--- config.mk ---
export PLATFORM = sky130hd
export DESIGN_NAME = datapath_rf_write
export DESIGN_NICKNAME = d
export VERILOG_FILES = /design/src/rtl/datapath_pkg.sv /design/src/rtl/datapath_rf_write_rf_scoreboard.sv /design/src/rtl/datapath_rf_write.sv
export SDC_FILE = /design/constraint.sdc
export NUM_CORES = 1
export LEC_CHECK = 0
export ABC_AREA = 1
export CORE_UTILIZATION = 23
export CTS_BUF_LIST = sky130_fd_sc_hd__clkbuf_16
export DETAILED_ROUTE_END_ITERATION = 16
export PLACE_DENSITY = 0.55
export SYNTH_ARGS = -nofsm -noshare
export SYNTH_HDL_FRONTEND = slang
export SYNTH_HIERARCHICAL = 1
export SYNTH_SLANG_ARGS = --single-unit
--- constraint.sdc ---
create_clock -name clk -period 1.6 [get_ports clk]
set_input_delay 0.4 -clock clk [delete_from_list [all_inputs] [get_ports clk]]
set_output_delay 0.4 -clock clk [all_outputs]
set_load 0.01 [all_outputs]
--- src/rtl/datapath_pkg.sv ---
// Shared types and sizing for the 16-bit, 8-register pipelined datapath.
package datapath_pkg;

    localparam int DATA_W   = 16;
    localparam int NUM_REGS = 8;
    localparam int REG_AW   = $clog2(NUM_REGS);
    localparam int PEND_W   = 2;
    localparam int RET_W    = 16;

    typedef logic [REG_AW-1:0] reg_addr_t;
    typedef logic [DATA_W-1:0] word_t;

    // Writeback bundle produced by the EX stage and carried on the wb_* ports.
    typedef struct packed {
        logic      valid;
        logic      wr_en;
        reg_addr_t rd;
        word_t     data;
    } wb_bundle_t;

endpackage

--- src/rtl/datapath_rf_write_rf_scoreboard.sv ---
// Per-register pending-write counters with sticky overflow/underflow flags.
module rf_scoreboard
    import datapath_pkg::*;
(
    input  logic                clk,
    input  logic                reset,
    input  logic                issue_valid,
    input  logic                issue_wr,
    input  logic [REG_AW-1:0]   issue_rd,
    input  logic                wb_we,
    input  logic [REG_AW-1:0]   wb_rd,
    output logic [NUM_REGS-1:0] pend_nonzero,
    output logic [NUM_REGS-1:0] pend_gt1,
    output logic                sb_overflow,
    output logic                sb_underflow
);

    localparam logic [PEND_W-1:0] PEND_MAX = '1;

    logic [NUM_REGS-1:0] ovf_hit;
    logic [NUM_REGS-1:0] unf_hit;
    logic                sb_overflow_q;
    logic                sb_overflow_d;
    logic                sb_underflow_q;
    logic                sb_underflow_d;

    generate
        for (genvar gi = 0; gi < NUM_REGS; gi++) begin : g_pend
            logic              inc;
            logic              dec;
            logic              ovf;
            logic              unf;
            logic [PEND_W-1:0] pend_q;
            logic [PEND_W-1:0] pend_d;

            assign inc = issue_valid & issue_wr & (issue_rd == REG_AW'(gi));
            assign dec = wb_we & (wb_rd == REG_AW'(gi));

            // Saturating up/down counter; a same-cycle issue and writeback cancel without flagging.
            always_comb begin
                pend_d = pend_q;
                ovf    = 1'b0;
                unf    = 1'b0;
                if (inc && !dec) begin
                    if (pend_q == PEND_MAX) ovf = 1'b1;
                    else                    pend_d = pend_q + PEND_W'(1);
                end else if (dec && !inc) begin
                    if (pend_q == '0) unf = 1'b1;
                    else              pend_d = pend_q - PEND_W'(1);
                end
            end

            // Counter register.
            always_ff @(posedge clk or negedge reset) begin
                if (!reset) pend_q <= '0;
                else        pend_q <= pend_d;
            end

            assign ovf_hit[gi]      = ovf;
            assign unf_hit[gi]      = unf;
            assign pend_nonzero[gi] = (pend_q != '0);
            assign pend_gt1[gi]     = (pend_q > PEND_W'(1));
        end
    endgenerate

    // Flags only ever accumulate; reset is the sole way to clear them.
    always_comb begin
        sb_overflow_d  = sb_overflow_q  | (|ovf_hit);
        sb_underflow_d = sb_underflow_q | (|unf_hit);
    end

    // Sticky flag registers.
    always_ff @(posedge clk or negedge reset) begin
        if (!reset) begin
            sb_overflow_q  <= 1'b0;
            sb_underflow_q <= 1'b0;
        end else begin
            sb_overflow_q  <= sb_overflow_d;
            sb_underflow_q <= sb_underflow_d;
        end
    end

    assign sb_overflow  = sb_overflow_q;
    assign sb_underflow = sb_underflow_q;

endmodule

--- src/rtl/datapath_rf_write.sv ---
// Writeback end of the register file: 8x16 RF, bypassed read ports, busy scoreboard.
module datapath_rf_write
    import datapath_pkg::*;
(
    input  logic                               clk,
    input  logic                               reset,
    input  logic                               wb_valid,
    input  logic                               wb_wr_en,
    input  logic [REG_AW-1:0]                  wb_rd,
    input  logic [DATA_W-1:0]                  wb_data,
    input  logic                               issue_valid,
    input  logic                               issue_wr,
    input  logic [REG_AW-1:0]                  issue_rd,
    input  logic [REG_AW-1:0]                  rx_addr,
    input  logic [REG_AW-1:0]                  ry_addr,
    output logic [DATA_W-1:0]                  rx_data,
    output logic [DATA_W-1:0]                  ry_data,
    output logic                               rx_busy,
    output logic                               ry_busy,
    output logic [NUM_REGS-1:0][DATA_W-1:0]    RF,
    output logic [RET_W-1:0]                   retired,
    output logic                               sb_overflow,
    output logic                               sb_underflow
);

    wb_bundle_t          wb;
    logic                wb_we;
    logic                hit_x;
    logic                hit_y;
    logic [NUM_REGS-1:0] pend_nonzero;
    logic [NUM_REGS-1:0] pend_gt1;
    logic [RET_W-1:0]    retired_q;
    logic [RET_W-1:0]    retired_d;

    assign wb.valid = wb_valid;
    assign wb.wr_en = wb_wr_en;
    assign wb.rd    = wb_rd;
    assign wb.data  = wb_data;

    assign wb_we = wb.valid & wb.wr_en;
    assign hit_x = wb_we & (wb.rd == rx_addr);
    assign hit_y = wb_we & (wb.rd == ry_addr);

    generate
        for (genvar gi = 0; gi < NUM_REGS; gi++) begin : g_rf
            word_t rf_q;
            word_t rf_d;

            // Commit the writeback value into the addressed entry.
            always_comb begin
                rf_d = rf_q;
                if (wb_we && (wb.rd == REG_AW'(gi))) rf_d = wb.data;
            end

            // Register-file entry.
            always_ff @(posedge clk or negedge reset) begin
                if (!reset) rf_q <= '0;
                else        rf_q <= rf_d;
            end

            assign RF[gi] = rf_q;
        end
    endgenerate

    // Count every accepted bundle, writing or not; wraps naturally.
    always_comb begin
        retired_d = retired_q;
        if (wb.valid) retired_d = retired_q + RET_W'(1);
    end

    // Retired-writeback counter register.
    always_ff @(posedge clk or negedge reset) begin
        if (!reset) retired_q <= '0;
        else        retired_q <= retired_d;
    end

    assign retired = retired_q;

    rf_scoreboard u_sb (
        .clk          (clk),
        .reset        (reset),
        .issue_valid  (issue_valid),
        .issue_wr     (issue_wr),
        .issue_rd     (issue_rd),
        .wb_we        (wb_we),
        .wb_rd        (wb.rd),
        .pend_nonzero (pend_nonzero),
        .pend_gt1     (pend_gt1),
        .sb_overflow  (sb_overflow),
        .sb_underflow (sb_underflow)
    );

    // Read ports: same-cycle bypass wins; a bypass retires one outstanding write,
    // so busy needs two pending when bypassing. Outputs are forced quiet in reset
    // so a live bypass cannot leak through.
    always_comb begin
        rx_data = '0;
        ry_data = '0;
        rx_busy = 1'b0;
        ry_busy = 1'b0;
        if (reset) begin
            rx_data = hit_x ? wb.data : RF[rx_addr];
            ry_data = hit_y ? wb.data : RF[ry_addr];
            rx_busy = hit_x ? pend_gt1[rx_addr] : pend_nonzero[rx_addr];
            ry_busy = hit_y ? pend_gt1[ry_addr] : pend_nonzero[ry_addr];
        end
    end

endmodule

# Yosys cells after proc, flatten, opt, wreduce, memory -nomap -nowiden
# Cells that the tools add are included.
# op_classes
reduce_logical	76
n_lt_le_gt_ge	10
muxes	92
addsub	17
bitwise	22
eq_ne	40
# op_table
cell	n
16-bit binary-select mux with 3-bit select	2
16-bit 2-to-1 mux	6
2-bit 2-to-1 mux	32
1-bit 2-to-1 mux	48
2-bit nonzero test	16
3-bit equality test (second input constant)	8
1-bit logical AND	24
3-bit AND reduction	8
1-bit AND	20
16-bit by 1-bit adder with 16-bit output (second input constant)	1
2-bit by 1-bit adder with 2-bit output (second input constant)	8
2-bit equality test (second input constant)	8
2-bit by 1-bit > comparator with 1-bit output (second input constant)	8
1-bit zero test	16
2-bit zero test	8
2-bit by 1-bit != test with 1-bit output (second input constant)	8
2-bit != test (second input constant)	8
8-bit OR reduction	2
2-bit by 1-bit subtractor with 2-bit output (second input constant)	8
1-bit binary-select mux with 3-bit select	4
3-bit by 2-bit equality test with 1-bit output (second input constant)	4
3-bit by 4-bit less-than comparator with 1-bit output (second input constant)	2
3-bit by 1-bit equality test with 1-bit output (second input constant)	2
3-bit equality test	2
2 further kinds	4
# word_totals
input_bits	34
ff_bits	162
output_inout_bits	180
word_cells	276

# Logic depth before layout (Yosys ltp)
# Gate-level depths: netlist of run 1.
# logic_depth
word_depth	8
ltp_mapped	14
ltp_nobuf	13

# Modules after synthesis
# The synthesis of run 1 kept the hierarchy.
# by_module_without_submodules
mod	instances	cells_each	seq_area_each_um2	area_per_inst_um2
datapath_rf_write	1	1267	3603.5	8501.9
rf_scoreboard	1	266	450.4	1953.1

# Worst setup path after synthesis of run 1
# Ideal clock, no wire load.
# synth_path
path_kind	in2out
startpoint	input port wb_valid
endpoint	output port rx_busy
arrival_ns	1.359
slack_ns	-0.159
required_time_ns	1.200
path_buffers	2
cell_stages	10
path_cell_list	buf_4 > nand2_2 > inv_2 > nand2_1 > nor2_1 > nand2_2 > buf_2 > nand3_1 > nand2_1 > nor2_1
# synth_between
elab_chain_len	4
# synth_rtl
item	line	source
from (decl)	datapath_rf_write.sv:7	input logic wb_valid,
1-bit AND	datapath_rf_write.sv:40	assign wb_we = wb.valid & wb.wr_en;
via wb_we	datapath_rf_write.sv:27	logic wb_we;
1-bit AND	datapath_rf_write.sv:41	assign hit_x = wb_we & (wb.rd == rx_addr);
1-bit 2-to-1 mux	datapath_rf_write.sv:104	rx_busy = hit_x ? pend_gt1[rx_addr] : pend_nonzero[rx_addr];
1-bit 2-to-1 mux	datapath_rf_write.sv:101	if (reset) begin
to (decl)	datapath_rf_write.sv:18	output logic rx_busy,
# The timed path passes the listed nets, and every way through them passes these cells.

# Final worst setup path of run 1
# layout_path
startpoint	register u_sb.g_pend[5].pend_q[0]
endpoint	output port rx_busy
# layout_between
elab_chain_len	5
word_cells_on_any_way	8
cone_classes	order compare: 1; mux: 6; reduce/logical: 1
# layout_rtl
item	line	source
from (decl)	datapath_rf_write_rf_scoreboard.sv:33	logic [PEND_W-1:0] pend_q;
from (signal assigned)	datapath_rf_write_rf_scoreboard.sv:56	else pend_q <= pend_d;
2-bit by 1-bit > comparator with 1-bit output	datapath_rf_write_rf_scoreboard.sv:62	assign pend_gt1[gi] = (pend_q > PEND_W'(1));
via pend_gt1[5]	datapath_rf_write.sv:31	logic [NUM_REGS-1:0] pend_gt1;
1-bit binary-select mux with 3-bit select	datapath_rf_write.sv:104	
1-bit 2-to-1 mux (not written as such)	datapath_rf_write.sv:104	
1-bit 2-to-1 mux	datapath_rf_write.sv:104	
1-bit 2-to-1 mux	datapath_rf_write.sv:101	
# The timed path passes the listed nets, and every way through them passes these cells. The select of a mux whose other input is x is not followed.

==> results of run 1 <==
Yosys cell counts, types with 2 or more instances:
| master | number |
|---|---|
| nand2_2 | 7 |
| nand4_1 | 2 |
| buf_1 | 4 |
| o21ai_0 | 156 |
| ha_1 | 49 |
| dfrtp_1 | 162 |
| xor2_1 | 14 |
| inv_2 | 8 |
| nand3_1 | 185 |
| inv_1 | 101 |
| nor2_2 | 4 |
| nand2_1 | 526 |
| clkbuf_1 | 37 |
| buf_2 | 42 |
| nor2_1 | 125 |
| a21oi_1 | 45 |
| buf_4 | 3 |
| xnor2_1 | 8 |
| nand3b_4 | 3 |
| o21ai_1 | 46 |
timing repair:
item	in CTS	in global routing
setup buffers	103	56
gates resized for setup	1118	256
pin swaps	137	147
setup endpoints to repair	206	160
endpoints found under the hold margin	24	0
hold buffers	2	0
gates cloned	3	0
cell families (layout without fill, tap and decap cells):
| group | count (synthesis) | count (layout) | synth area share (%) |
|---|---|---|---|
| adders and majority gates | 49 | 49 | 5.86 |
| DFF | 162 | 162 | 38.8 |
| AOI/OAI and AO/OA | 248 | 248 | 11.9 |
| muxes | 1 | 1 | 0.108 |
| and+or+nand+nor | 855 | 856 | 33.8 |
| buffers and inverters | 196 | 732 | 7.72 |
| xor gates and xnor gates | 22 | 22 | 1.84 |
power by group through the flow:
stage / clock network [mW] / registers [mW] / logic [mW]
2_1_floorplan: 0 / 6.32 / 3.06
3_3_place_gp: 0 / 5.97 / 8.41
3_5_place_dp: 0 / 6.01 / 8.52
4_1_cts: 4.02 / 5.88 / 9.68
5_1_grt: 4.20 / 6.06 / 11.4
6_report: 3.95 / 5.94 / 10.5
worst register-to-register path, stage by stage, from the launching register on:
cell,delay (ps)
dfrtp_1,420
buf_4,150
buf_4,120
ha_1,190
nand2_1,70
buf_4,100
nand3b_1,130
nand2_1,90
o21ai_1,80
path summary, 6_finish.rpt:
| check | endpoint | cells after the start | slack [ps] |
|---|---|---|---|
| max in group asynchronous | g_rf[5].rf_q[7] | 4 | 220 |
| min in group clk | retired[0] | 3 | 270 |
| hold / removal | u_sb/g_pend[2].pend_q[1] | 3 | 90 |
| hold reg to reg | retired[15] | 1 | 470 |
| setup / recovery | rx_busy | 9 | -690 |
| setup reg to reg | u_sb/g_pend[6].pend_q[0] | 8 | 120 |
per-layer routing:
metal  global-route usage, %  wire [um]
met2                    35.3      24400
met1                    25.0      19900
met5                       0         17
met4                    6.22       1030
met3                    4.22       2920
metrics by stage:
stage          cell area (sq um)  cells  util [%]
2_1_floorplan              10700   1533         -
3_3_place_gp               15500   2537      34.9
3_5_place_dp               15500   2537      34.9
4_1_cts                    17300   2639      38.8
5_1_grt                    18300   2662      41.1
6_report                   18300   2662      41.1
flip-flops by register name, summed over array words and instances (netlist names):
signal,flops
u_sb/g_pend.pend_q,16
u_sb/sb_underflow,1
g_rf.rf_q,128
u_sb/sb_overflow,1
retired,16
layout make-up:
type / count / area share [%]
inverters: 109 / 2.40
repair buffers: 592 / 29.8
multi-input cells: 1176 / 38.6
well taps: 592 / 4.05
clock inverters: 14 / 0.582
flip-flops and latches: 162 / 22.2
clock buffers: 17 / 2.33
==> results.toml, run 1 <==
[run_status]
outcome = "finished, violations left"
violations = "negative setup slack"

[synthesis]
synth_top_area_share_pct = 38.8
synth_area_leaders = "dfrtp_1 (39%), nand2_1 (19%), nand3_1 (8.9%), o21ai_0 (7.5%), ha_1 (5.9%)"
syn-num-nets = 1616
yosys_warnings = 6
syn_inst = 1533
synth_edf_count = 0
seq_area_frac_synth_pct = 38.8
avgSynthCellArea_sq_um = 6.82
synth.cell_area_sq_um = 10500
yosysTopAreaCell = "dfrtp_1"
synth_ff_type = "dfrtp_1"
ys_ff_latch = 162
asyncSetResetFlopFracSynth_pct = 100
ys_types = 26

[timing]
finalSetupViolCount = 60
fin_crit_sh_pct = 143
hold_slack_ps = 91.9
finalHoldViolCount = 0
fin_crit_ps = 2290
setup_ws_ps = -693
tightest_slew_ps = 852
timing.slew.headroom_pct = 43.2
skew_ps = 11.8
max_freq_ghz = 0.436
rsz0062_at_grt = "true"
maxSlewViolCount = 0
final.setup.tns_ps = -14050

[pwr]
power-per-cell-area_nw_per_um2 = 1120
p_seq_share_pct = 29.1
intPower_mw = 12.5
swShare_pct = 38.9
p_leak_nw = 9.00
ir_drop_v = 0.000517
pwr-share-clk_pct = 19.4
power_switching_mw = 7.94
total_power_mw = 20.4
p_comb_share_pct = 51.5

[global_route]
grt_max_degree = 66
antenna_found_initial = 1
grt_pass1_vias = 12097
grt_pass1_wl_mm = 71.7
grt_usage_pct = 20.3
grt-ovfl-total = 0

[clock_tree]
numCtsBuffers = 17
clock-sinks = 162
htree_levels = 4
clk_path_buf_depth = 2
insertion_delay_ps = 450
cts_tree = "yes"
clock-root-buffer = "clkbuf_16"
clk_pin_slew_ps = 70

[layout]
nets = 2141
area_delta_synth_final_pct = 74.9
layout_commonest_cell = "nand2_1"
ff_latch_area_sq_um = 4060
layout_common_cells = "nand2_1 (459), buf_4 (247), buf_6 (187)"
drive_gt1_share_pct = 45.8
antennaDiodeCount = 0
multi_input_area_sq_um = 7060
n_fill_cell = 4515

[floorplan]
die_h_um = 215
initial_core_util_pct = 23.5
fp.dieW_um = 215
dieArea_sq_um = 46300
core_sq_um = 44500
io_pins = 214
rows = 77

[critical_path]
worst_setup_path_start_kind = "register"
end_kind = "output pin"
arrival_ps = 1890
crit-reg2reg-launch = "u_sb/g_pend[6].pend_q[0]"
cp.required_ps = 1200
critical_path_buf_inv_count = 1
cp_top_family = "simple AND/OR/NAND/NOR gates"
worstPathCellList = "ha_2 -> nor2_4 -> nand2_1 -> nand3_1 -> nand3_2 -> nand2_1 -> nor2_1 -> nor2_2 -> buf_2"
startpoint = "u_sb/g_pend[5].pend_q[0]"
max_stage_delay_ps = 430
crit_slowest_cell = "dfrtp_1"
critical_path.max_fanout = 4
cpMostUsedCell = "nand2_1"
crit_type = "reg2out"

[route]
viasPerCell = 4.68
drcViolationCount = 0
drt_pre_antenna_iters = 5
drt_iter0_drc = 895
vias = 12456
wl_mm = 48.3
wl_per_cell_um = 18.1
ant_nets = 0

[place]
numPortBuffers = 213
dpl.hpwl_mm = 34.4
gp_congestion = 0.898
place_worst_setup_slack_ps = -1400

[run]
drv_cap = 0

[worst_hold_path]
hold_class = "in2async"
Power figures use the tool's default switching activity.
==> run 2, diff against run 1 <==
- CAP_MARGIN: default -> 25
==> results of run 2 <==
Same layout as run 1: the final DEF is identical, and so are final timing and power.
==> run 3, diff against run 2 <==
- CORE_UTILIZATION: 23 -> 35
- PLACE_DENSITY: 0.55 -> 0.71
- SLEW_MARGIN: default -> 20
==> results.toml, run 3 (synthesized netlist as in run 1, its figures left out) <==
[run_status]
outcome = "finished, violations left"
violations = "negative setup slack"

[layout]
fin_area_sq_um = 18300
n_fill_cell = 2372
layout_common_cells = "nand2_1 (471), buf_4 (221), buf_6 (202)"
multi_input_area_sq_um = 6940
largest_reg_flops = 128
nets = 2145
stdcell_count = 2460
ff_latch_area_sq_um = 4060
area_delta_synth_final_pct = 74.9
layout_commonest_cell = "nand2_1"
top_register = "g_rf.rf_q"
drive_gt1_share_pct = 44.9

[pwr]
total_power_mw = 20.9
swShare_pct = 39.3
p_seq_share_pct = 28.6
power-per-cell-area_nw_per_um2 = 1140
intPower_mw = 12.7
ir_drop_v = 0.000801
power_switching_mw = 8.20
pwr-share-clk_pct = 21.2
p_leak_nw = 9.17
p_comb_share_pct = 50.2

[timing]
max_freq_ghz = 0.434
timing.slew.headroom_pct = 55.4
skew_ps = 7.40
fin_crit_sh_pct = 144
setup_ws_ps = -704
fin_crit_ps = 2300
maxSlewViolCount = 0
hold_slack_ps = 26.7
finalSetupViolCount = 60
tightest_slew_ps = 669
rsz0062_at_grt = "true"
finalHoldViolCount = 0

[floorplan]
rows = 62
core_sq_um = 29000
die_h_um = 175
dieArea_sq_um = 30600
fp.dieW_um = 175
io_pins = 214
initial_core_util_pct = 36.0

[route]
drt_pre_antenna_iters = 7
drt_iter0_drc = 1368
viasPerCell = 5.45
wl_per_cell_um = 19.6
ant_nets = 0
drcViolationCount = 0
vias = 13401
wl_mm = 48.2

[clock_tree]
clk_pin_slew_ps = 80
insertion_delay_ps = 450
hold_buffers = 0
clock-sinks = 162
htree_levels = 4
cts_tree = "yes"
clock-root-buffer = "clkbuf_16"
clk_path_buf_depth = 2
numCtsBuffers = 17

[critical_path]
cp.required_ps = 1200
r2r_slack_ps = 160
crit-reg2reg-launch = "retired[1]"
critical_path.max_fanout = 3
end_kind = "output pin"
worst_setup_path_start_kind = "register"
reg2regPathDepth = 7
reg2reg_to = "retired[10]"
crit_type = "reg2out"
arrival_ps = 1900

[global_route]
grt-ovfl-total = 0
grt_pass1_wl_mm = 70.3
grt_pass1_vias = 12977
grt_usage_pct = 29.9
grt_max_degree = 52
antenna_found_initial = 2

[worst_hold_path]
hold_class = "in2async"

[run]
drv_cap = 0

[place]
post-place-cells = 2317
dpl_cell_area_sq_um = 15200
dpl.hpwl_mm = 31.4
numPortBuffers = 213
gp_congestion = 0.956
==> run 3: layout make-up <==
type	instances	area share, %
well taps	384	2.63
flip-flops and latches	162	22.2
clock inverters	15	1.11
clock buffers	17	2.33
multi-input cells	1175	37.9
inverters	109	2.42
diodes	1	0.0137
repair buffers	597	31.4
==> run 3: worst max-delay path by stage <==
stage               slack, ps    endpoint  cells after the start                      from
floorplan                 -80     ry_busy                     10                  wb_valid
global placement        -1310  rx_data[1]                     11                  wb_rd[0]
detailed placement      -1310  ry_data[8]                     11                  wb_rd[0]
CTS                      -680     rx_busy                      9  u_sb/g_pend[2].pend_q[0]
global route             -790     rx_busy                     10  u_sb/g_pend[2].pend_q[0]
finish                   -700     rx_busy                     10  u_sb/g_pend[2].pend_q[0]
==> run 3: what timing repair did <==
| action | 4_1_cts | 5_1_grt |
|---|---|---|
| endpoints found under the setup margin | 205 | 102 |
| cloned | 7 | 2 |
| buffers inserted | 111 | 56 |
| pin swaps | 115 | 131 |
| resized for setup | 1046 | 310 |
==> run 3: stage by stage <==
step           util, %  TNS, ps  worst slack, ps
4_1_cts           58.9   -14680             -678
6_report          63.0   -16000             -704
3_3_place_gp      52.4  -109870            -1310
3_5_place_dp      52.4  -114640            -1310
2_1_floorplan        -    -1370            -79.9
5_1_grt           63.0   -18550             -792
==> run 3: per-layer routing <==
metal	part of all wire, %	GRT usage (%)	up-vias
met5	0.023	0	-
li1	-	-	6003
met1	37	35.4	6406
met3	8.1	5.55	225
met4	6.5	17.2	2
met2	49	50.6	765
==> run 3: critical path, cell delays in order (launching register included) <==
cell and delay [ps]:
dfrtp_1 440, inv_2 60, ha_2 190, inv_2 70, nand2_1 50, nand3_1 80
nand3_2 90, nand3_2 100, nand2_1 60, nor2_2 160, buf_2 160
==> run 3: power groups by stage <==
stage	sequential, mW	combinational [mW]	clock, mW
final	5.98	10.5	4.43
after CTS	5.90	9.37	4.46
after floorplan	6.32	3.06	0
after global routing	6.07	11.3	4.62
after detailed placement	6.00	8.29	0
after global placement	5.98	8.12	0
